### src/rtl/waveform_analyzer_if.sv
// Sample-stream and measurement-result bundle for waveform_analyzer.
// Signals:
//   en_i, sample_i, sample_valid_i     : control and sample stream into the analyzer
//   period_o, high_cnt_o, max_o, min_o : latched per-period measurement
//   meas_valid_o, timeout_o            : one-cycle event pulses
// Modports: slave = analyzer side, master = source/consumer side.
interface waveform_analyzer_if #(
  parameter int unsigned DATA_WIDTH = 8,
  parameter int unsigned CNT_WIDTH  = 24
);
  logic                         en_i;
  logic signed [DATA_WIDTH-1:0] sample_i;
  logic                         sample_valid_i;
  logic [CNT_WIDTH-1:0]         period_o;
  logic [CNT_WIDTH-1:0]         high_cnt_o;
  logic signed [DATA_WIDTH-1:0] max_o;
  logic signed [DATA_WIDTH-1:0] min_o;
  logic                         meas_valid_o;
  logic                         timeout_o;

  modport slave (
    input  en_i, sample_i, sample_valid_i,
    output period_o, high_cnt_o, max_o, min_o, meas_valid_o, timeout_o
  );

  modport master (
    output en_i, sample_i, sample_valid_i,
    input  period_o, high_cnt_o, max_o, min_o, meas_valid_o, timeout_o
  );
endinterface

### src/rtl/waveform_analyzer.sv
// Measures one full period of a signed sample stream at a time: period length,
// high time, maximum and minimum. Edges come from a Schmitt trigger around zero.
// Ports:
//   clk  : clock
//   rst  : synchronous reset, active-high
//   bus  : waveform_analyzer_if.slave (enable, sample stream, measurement outputs)
module waveform_analyzer #(
  parameter int unsigned DATA_WIDTH = 8,
  parameter int unsigned CNT_WIDTH  = 24,
  parameter int          HYST       = 4
) (
  input  logic               clk,
  input  logic               rst,
  waveform_analyzer_if.slave bus
);

  localparam logic signed [DATA_WIDTH-1:0] HI_TH   = DATA_WIDTH'(HYST);
  localparam logic signed [DATA_WIDTH-1:0] LO_TH   = DATA_WIDTH'(-HYST);
  localparam logic [CNT_WIDTH-1:0]         CNT_MAX = '1;
  localparam logic [CNT_WIDTH-1:0]         CNT_ONE = CNT_WIDTH'(1);

  typedef enum logic [1:0] {ARM, WAIT_EDGE, MEASURE} state_t;

  state_t                       state, state_n;
  logic                         level, level_n;
  logic [CNT_WIDTH-1:0]         cnt, cnt_n, high, high_n;
  logic signed [DATA_WIDTH-1:0] run_max, run_max_n, run_min, run_min_n;
  logic [CNT_WIDTH-1:0]         out_period, out_period_n, out_high, out_high_n;
  logic signed [DATA_WIDTH-1:0] out_max, out_max_n, out_min, out_min_n;
  logic                         meas_pulse, meas_pulse_n, tmo_pulse, tmo_pulse_n;

  logic                         above, below, lvl_next, rise;
  logic signed [DATA_WIDTH-1:0] sample;

  assign sample   = bus.sample_i;
  assign above    = (sample >= HI_TH);
  assign below    = (sample <= LO_TH);
  assign lvl_next = above ? 1'b1 : (below ? 1'b0 : level);
  assign rise     = bus.sample_valid_i && !level && above;

  // State and datapath registers
  always_ff @(posedge clk) begin
    if (rst) begin
      state      <= ARM;
      level      <= 1'b0;
      cnt        <= '0;
      high       <= '0;
      run_max    <= '0;
      run_min    <= '0;
      out_period <= '0;
      out_high   <= '0;
      out_max    <= '0;
      out_min    <= '0;
      meas_pulse <= 1'b0;
      tmo_pulse  <= 1'b0;
    end else begin
      state      <= state_n;
      level      <= level_n;
      cnt        <= cnt_n;
      high       <= high_n;
      run_max    <= run_max_n;
      run_min    <= run_min_n;
      out_period <= out_period_n;
      out_high   <= out_high_n;
      out_max    <= out_max_n;
      out_min    <= out_min_n;
      meas_pulse <= meas_pulse_n;
      tmo_pulse  <= tmo_pulse_n;
    end
  end

  // Next-state and datapath update; only valid samples advance anything
  always_comb begin
    state_n      = state;
    level_n      = level;
    cnt_n        = cnt;
    high_n       = high;
    run_max_n    = run_max;
    run_min_n    = run_min;
    out_period_n = out_period;
    out_high_n   = out_high;
    out_max_n    = out_max;
    out_min_n    = out_min;
    meas_pulse_n = 1'b0;
    tmo_pulse_n  = 1'b0;

    if (!bus.en_i) begin
      state_n   = ARM;
      cnt_n     = '0;
      high_n    = '0;
      run_max_n = '0;
      run_min_n = '0;
    end else if (bus.sample_valid_i) begin
      level_n = lvl_next;
      unique case (state)
        ARM: begin
          // Arming on a low sample discards the partial first period
          if (below) state_n = WAIT_EDGE;
        end
        WAIT_EDGE, MEASURE: begin
          if (rise) begin
            if (state == MEASURE) begin
              out_period_n = cnt;
              out_high_n   = high;
              out_max_n    = run_max;
              out_min_n    = run_min;
              meas_pulse_n = 1'b1;
            end
            // Rise sample opens the next period
            state_n   = MEASURE;
            cnt_n     = CNT_ONE;
            high_n    = CNT_ONE;
            run_max_n = sample;
            run_min_n = sample;
          end else if (cnt == CNT_MAX) begin
            // Saturated without a rise: abandon rather than wrap
            tmo_pulse_n = 1'b1;
            state_n     = ARM;
            cnt_n       = '0;
            high_n      = '0;
            run_max_n   = '0;
            run_min_n   = '0;
          end else if (state == MEASURE) begin
            cnt_n  = cnt + CNT_ONE;
            high_n = high + CNT_WIDTH'(lvl_next);
            if (sample > run_max) run_max_n = sample;
            if (sample < run_min) run_min_n = sample;
          end
        end
        default: state_n = ARM;
      endcase
    end
  end

  assign bus.period_o     = out_period;
  assign bus.high_cnt_o   = out_high;
  assign bus.max_o        = out_max;
  assign bus.min_o        = out_min;
  assign bus.meas_valid_o = meas_pulse;
  assign bus.timeout_o    = tmo_pulse;

endmodule

### src/flat_wrapper.sv
// flat-port wrapper written by rule: the top's interface ports become plain ports
module waveform_analyzer_flat 
#(
  parameter int unsigned DATA_WIDTH = 8,
  parameter int unsigned CNT_WIDTH  = 24,
  parameter int          HYST       = 4
)
  (clk, rst, bus_en_i, bus_sample_i, bus_sample_valid_i, bus_period_o, bus_high_cnt_o, bus_max_o, bus_min_o, bus_meas_valid_o, bus_timeout_o);
  waveform_analyzer_if #(.DATA_WIDTH(DATA_WIDTH), .CNT_WIDTH(CNT_WIDTH)) bus_i ();
  input  logic clk;
  input  logic rst;
  input wire logic [$bits(bus_i.en_i)-1:0] bus_en_i;
  input wire logic [$bits(bus_i.sample_i)-1:0] bus_sample_i;
  input wire logic [$bits(bus_i.sample_valid_i)-1:0] bus_sample_valid_i;
  output wire logic [$bits(bus_i.period_o)-1:0] bus_period_o;
  output wire logic [$bits(bus_i.high_cnt_o)-1:0] bus_high_cnt_o;
  output wire logic [$bits(bus_i.max_o)-1:0] bus_max_o;
  output wire logic [$bits(bus_i.min_o)-1:0] bus_min_o;
  output wire logic [$bits(bus_i.meas_valid_o)-1:0] bus_meas_valid_o;
  output wire logic [$bits(bus_i.timeout_o)-1:0] bus_timeout_o;
  assign bus_i.en_i = bus_en_i;
  assign bus_i.sample_i = bus_sample_i;
  assign bus_i.sample_valid_i = bus_sample_valid_i;
  assign bus_period_o = bus_i.period_o;
  assign bus_high_cnt_o = bus_i.high_cnt_o;
  assign bus_max_o = bus_i.max_o;
  assign bus_min_o = bus_i.min_o;
  assign bus_meas_valid_o = bus_i.meas_valid_o;
  assign bus_timeout_o = bus_i.timeout_o;
  waveform_analyzer #(.DATA_WIDTH(DATA_WIDTH), .CNT_WIDTH(CNT_WIDTH), .HYST(HYST)) u_core (.clk(clk), .rst(rst), .bus(bus_i));
endmodule
### config.mk
export PLATFORM = sky130hd
export DESIGN_NAME = waveform_analyzer_flat
export DESIGN_NICKNAME = d
export VERILOG_FILES = /design/src/rtl/waveform_analyzer_if.sv /design/src/rtl/waveform_analyzer.sv /design/src/flat_wrapper.sv
export SDC_FILE = /design/constraint.sdc
export NUM_CORES = 1
export LEC_CHECK = 0
export ABC_CLOCK_PERIOD_IN_PS = 5400
export CORE_MARGIN = 2
export CORE_UTILIZATION = 50
export DETAILED_ROUTE_END_ITERATION = 7
export PLACE_DENSITY = 0.74
export SLEW_MARGIN = 20
export SYNTH_ARGS = -nofsm -noshare
export SYNTH_HDL_FRONTEND = slang
export SYNTH_SLANG_ARGS = --single-unit
### constraint.sdc
create_clock -name clk -period 5.4 [get_ports clk]
set_input_delay 0.54 -clock clk [delete_from_list [all_inputs] [get_ports clk]]
set_output_delay 0.54 -clock clk [all_outputs]
set_load 0.05 [all_outputs]
==> results_dict.tcl <==
set metrics [dict create \
    status "finished clean" \
    end_kind "flip-flop" \
    drc 0 \
    startpoint_type "input pin" \
    synthArstFlopShare 0 \
    worstPathCellList "clkdlybuf4s50_1 > or4_1 > o211ai_2 > o31ai_2 > nor2_2 > a22o_1 > a22o_1" \
    drv_cap 0 \
    maxSlewViolCount 0 \
    power_mw 2.18 \
    yosys.area_share.adder 0.0457 \
    vias_per_cell 5.90 \
    routed_wl_mm 15.4 \
    synth_flop_cell "dfxtp_1" \
    synth_area_um2 6030 \
    hpwl_mm 10.5 \
    irDropWorstVdd_mv 0.168 \
    slew_headroom 0.287 \
    area_delta_synth_final_pct 23.1 \
    post-route-util 0.623 \
    clockBufferDepth 2 \
    boundaryPins 78 \
    fin_setup_tns_ns 0 \
    synth-edff-count 0 \
    crit_arrival_ns 3.68 \
    die-area_um2 12900 \
    h-tree-depth 4 \
    syn_area_per_cell_um2 8.01 \
    hold_path_class "reg2reg" \
    die_y_um 114 \
    instances_no_fill 970 \
    cts_hold_buffers 0 \
    initial_utilization 0.506 \
    fmax_ghz 0.301 \
    synth_xor_area_frac 0.0102 \
    grt_usage 0.245 \
    netlist_instances 752 \
    grt_max_degree 68 \
    layout_min_cycle_time_ns 3.33 \
    grt_overflow 0 \
    critPathMaxFanout 11 \
    synth.most_common_cell "nand2_1" \
    grt_pass1_wl_mm 25.6 \
    required_ns 5.75 \
    portBuffers 77 \
    stdcell_area_um2 7420 \
    critical_path_class "in2reg" \
    rsz0062_at_grt "false" \
    cts-buffers-inserted 17 \
    cp_slowest_cell "or4_1" \
    via_count 5720 \
    synthMuxAreaShare 0.00332 \
    synth_compound_area_frac 0.208 \
    synth_top_family_by_area "simple AND/OR/NAND/NOR gates" \
    tightest_slew_ns 1.07 \
    post-place-cells 940 \
    synthSimpleGateAreaFrac 0.251 \
    avgRoutedWirePerCell_um 15.9 \
    synth_nets 786 \
    cts_tree "built" \
    first_iter_violations 376 \
    setup_slack_ns 2.07 \
    skew_ns 0.00598 \
    row_count 40 \
    hold_violations 0 \
    post-cts-setup-buffer-count 0 \
    antenna_left 0 \
    drive_above_1_share 0.0547 \
    yosysTopAreaCellShare 0.442 \
    grt_pass1_vias 5450 \
    seq_area_frac_synth 0.442 \
    antenna_found_initial 0 \
    preCtsSetupSlack_ns 1.67 \
    antenna_cells 0 \
    clkSlewWorstSetupHoldPaths_ns 0.05 \
    cts_root_buf "clkbuf_16" \
    drtPass1Iterations 5 \
    core_um2 11900 \
    final_nets 846 \
    cts_resized 0 \
    critical-path-top-delay-family "compound AO/OA/AOI/OAI gates" \
    yosysTopAreaCell "dfxtp_1" \
    gp_congestion 0.972 \
    yosysUniqueCellTypes 59 \
    path_common_cell "a22o_1" \
    dpl_cell_area_um2 6840 \
    die_w_um 114 \
    clk_latency_ns 0.41 \
    power.density_nw_per_um2 293 \
    path_buf_inv 1 \
    slowest_delay_ns 0.65 \
    yosysWarnings 0 \
    setup_viol 0 \
    cts.sinks 133 \
    p_leak_nw 2.44 \
    hold_ws_ns 0.454 \
    synth-seq-cells 133 \
    synthTopCellsByCount "nand2_1 (181), dfxtp_1 (133), a21oi_1 (100)" \
    synth_area_leaders "dfxtp_1 (44%), nand2_1 (11%), a21oi_1 (8.3%)" \
    finalCritPeriodShare 0.616 \
]
worst register-to-register path, delay by kind of cell, from the launching register on:
kind | cells | cell delay [ns]
flip-flops | 1 | 0.49
adder cells (fa/ha/maj) | 1 | 0.24
AND/OR/NAND/NOR | 3 | 0.87
AO/OA/AOI/OAI | 3 | 1.23
cells by family after synthesis:
group,after synthesis
XOR/XNOR,7
flip-flops,133
multiplexers,2
buffers and inverters,60
AO/OA/AOI/OAI,200
adder cells (fa/ha/maj),22
AND/OR/NAND/NOR,328
state kept, by name (all words and copies together) (netlist names):
signal / cells
u_core.bus.high_cnt_o: 24
u_core.bus.max_o: 8
u_core.bus.meas_valid_o: 1
u_core.bus.min_o: 8
u_core.bus.period_o: 24
u_core.bus.timeout_o: 1
u_core.cnt: 24
u_core.high: 24
u_core.level: 1
u_core.run_max: 8
u_core.run_min: 8
u_core.state: 2
placed cells by master, fill, tap and decap left out, types with 9 or more instances in the layout:
cell type / count
o21ai_0: 19
clkdlybuf4s50_1: 76
clkbuf_16: 17
a21oi_1: 100
nand3_1: 29
nor2_1: 33
nor3_1: 20
and3_1: 10
inv_1: 19
nand2_1: 181
a31oi_1: 26
nand4_1: 9
ha_1: 22
dfxtp_1: 133
a22o_1: 18
path summary, 6_finish.rpt:
check	start	to	slack, ns	depth (start not counted)
worst max register to register	u_core.cnt[0]	u_core.run_max[2]	2.47	7
worst max-delay path	bus_sample_i[6]	u_core.run_max[2]	2.07	7
worst min-delay path	u_core.bus.high_cnt_o[19]	u_core.bus.high_cnt_o[19]	0.45	2
worst min register to register	u_core.bus.high_cnt_o[19]	u_core.bus.high_cnt_o[19]	0.45	2
routing by layer:
metal  vias up  wire (um)  global-route usage
met4         0        268              0.0748
li1       2800          -                   -
met3        25        979              0.0659
met5         -          0                   0
met2       244       7450               0.422
met1      2651       6690               0.300
power by group:
group	switching, mW	total [mW]	internal [mW]
Clock	0.393	1.11	0.722
Sequential	0.000751	0.984	0.983
Combinational	0.0537	0.0773	0.0236
final cells by class:
cell class,count,area (um2)
fill,1057,4490
multi-input combinational,559,3130
sequential,133,2660
timing repair buffer,81,796
clock buffer,26,499
tap,147,184
inverter,20,75.1
clock inverter,4,70.1
Note: power is estimated with default switching activity, not from simulation.
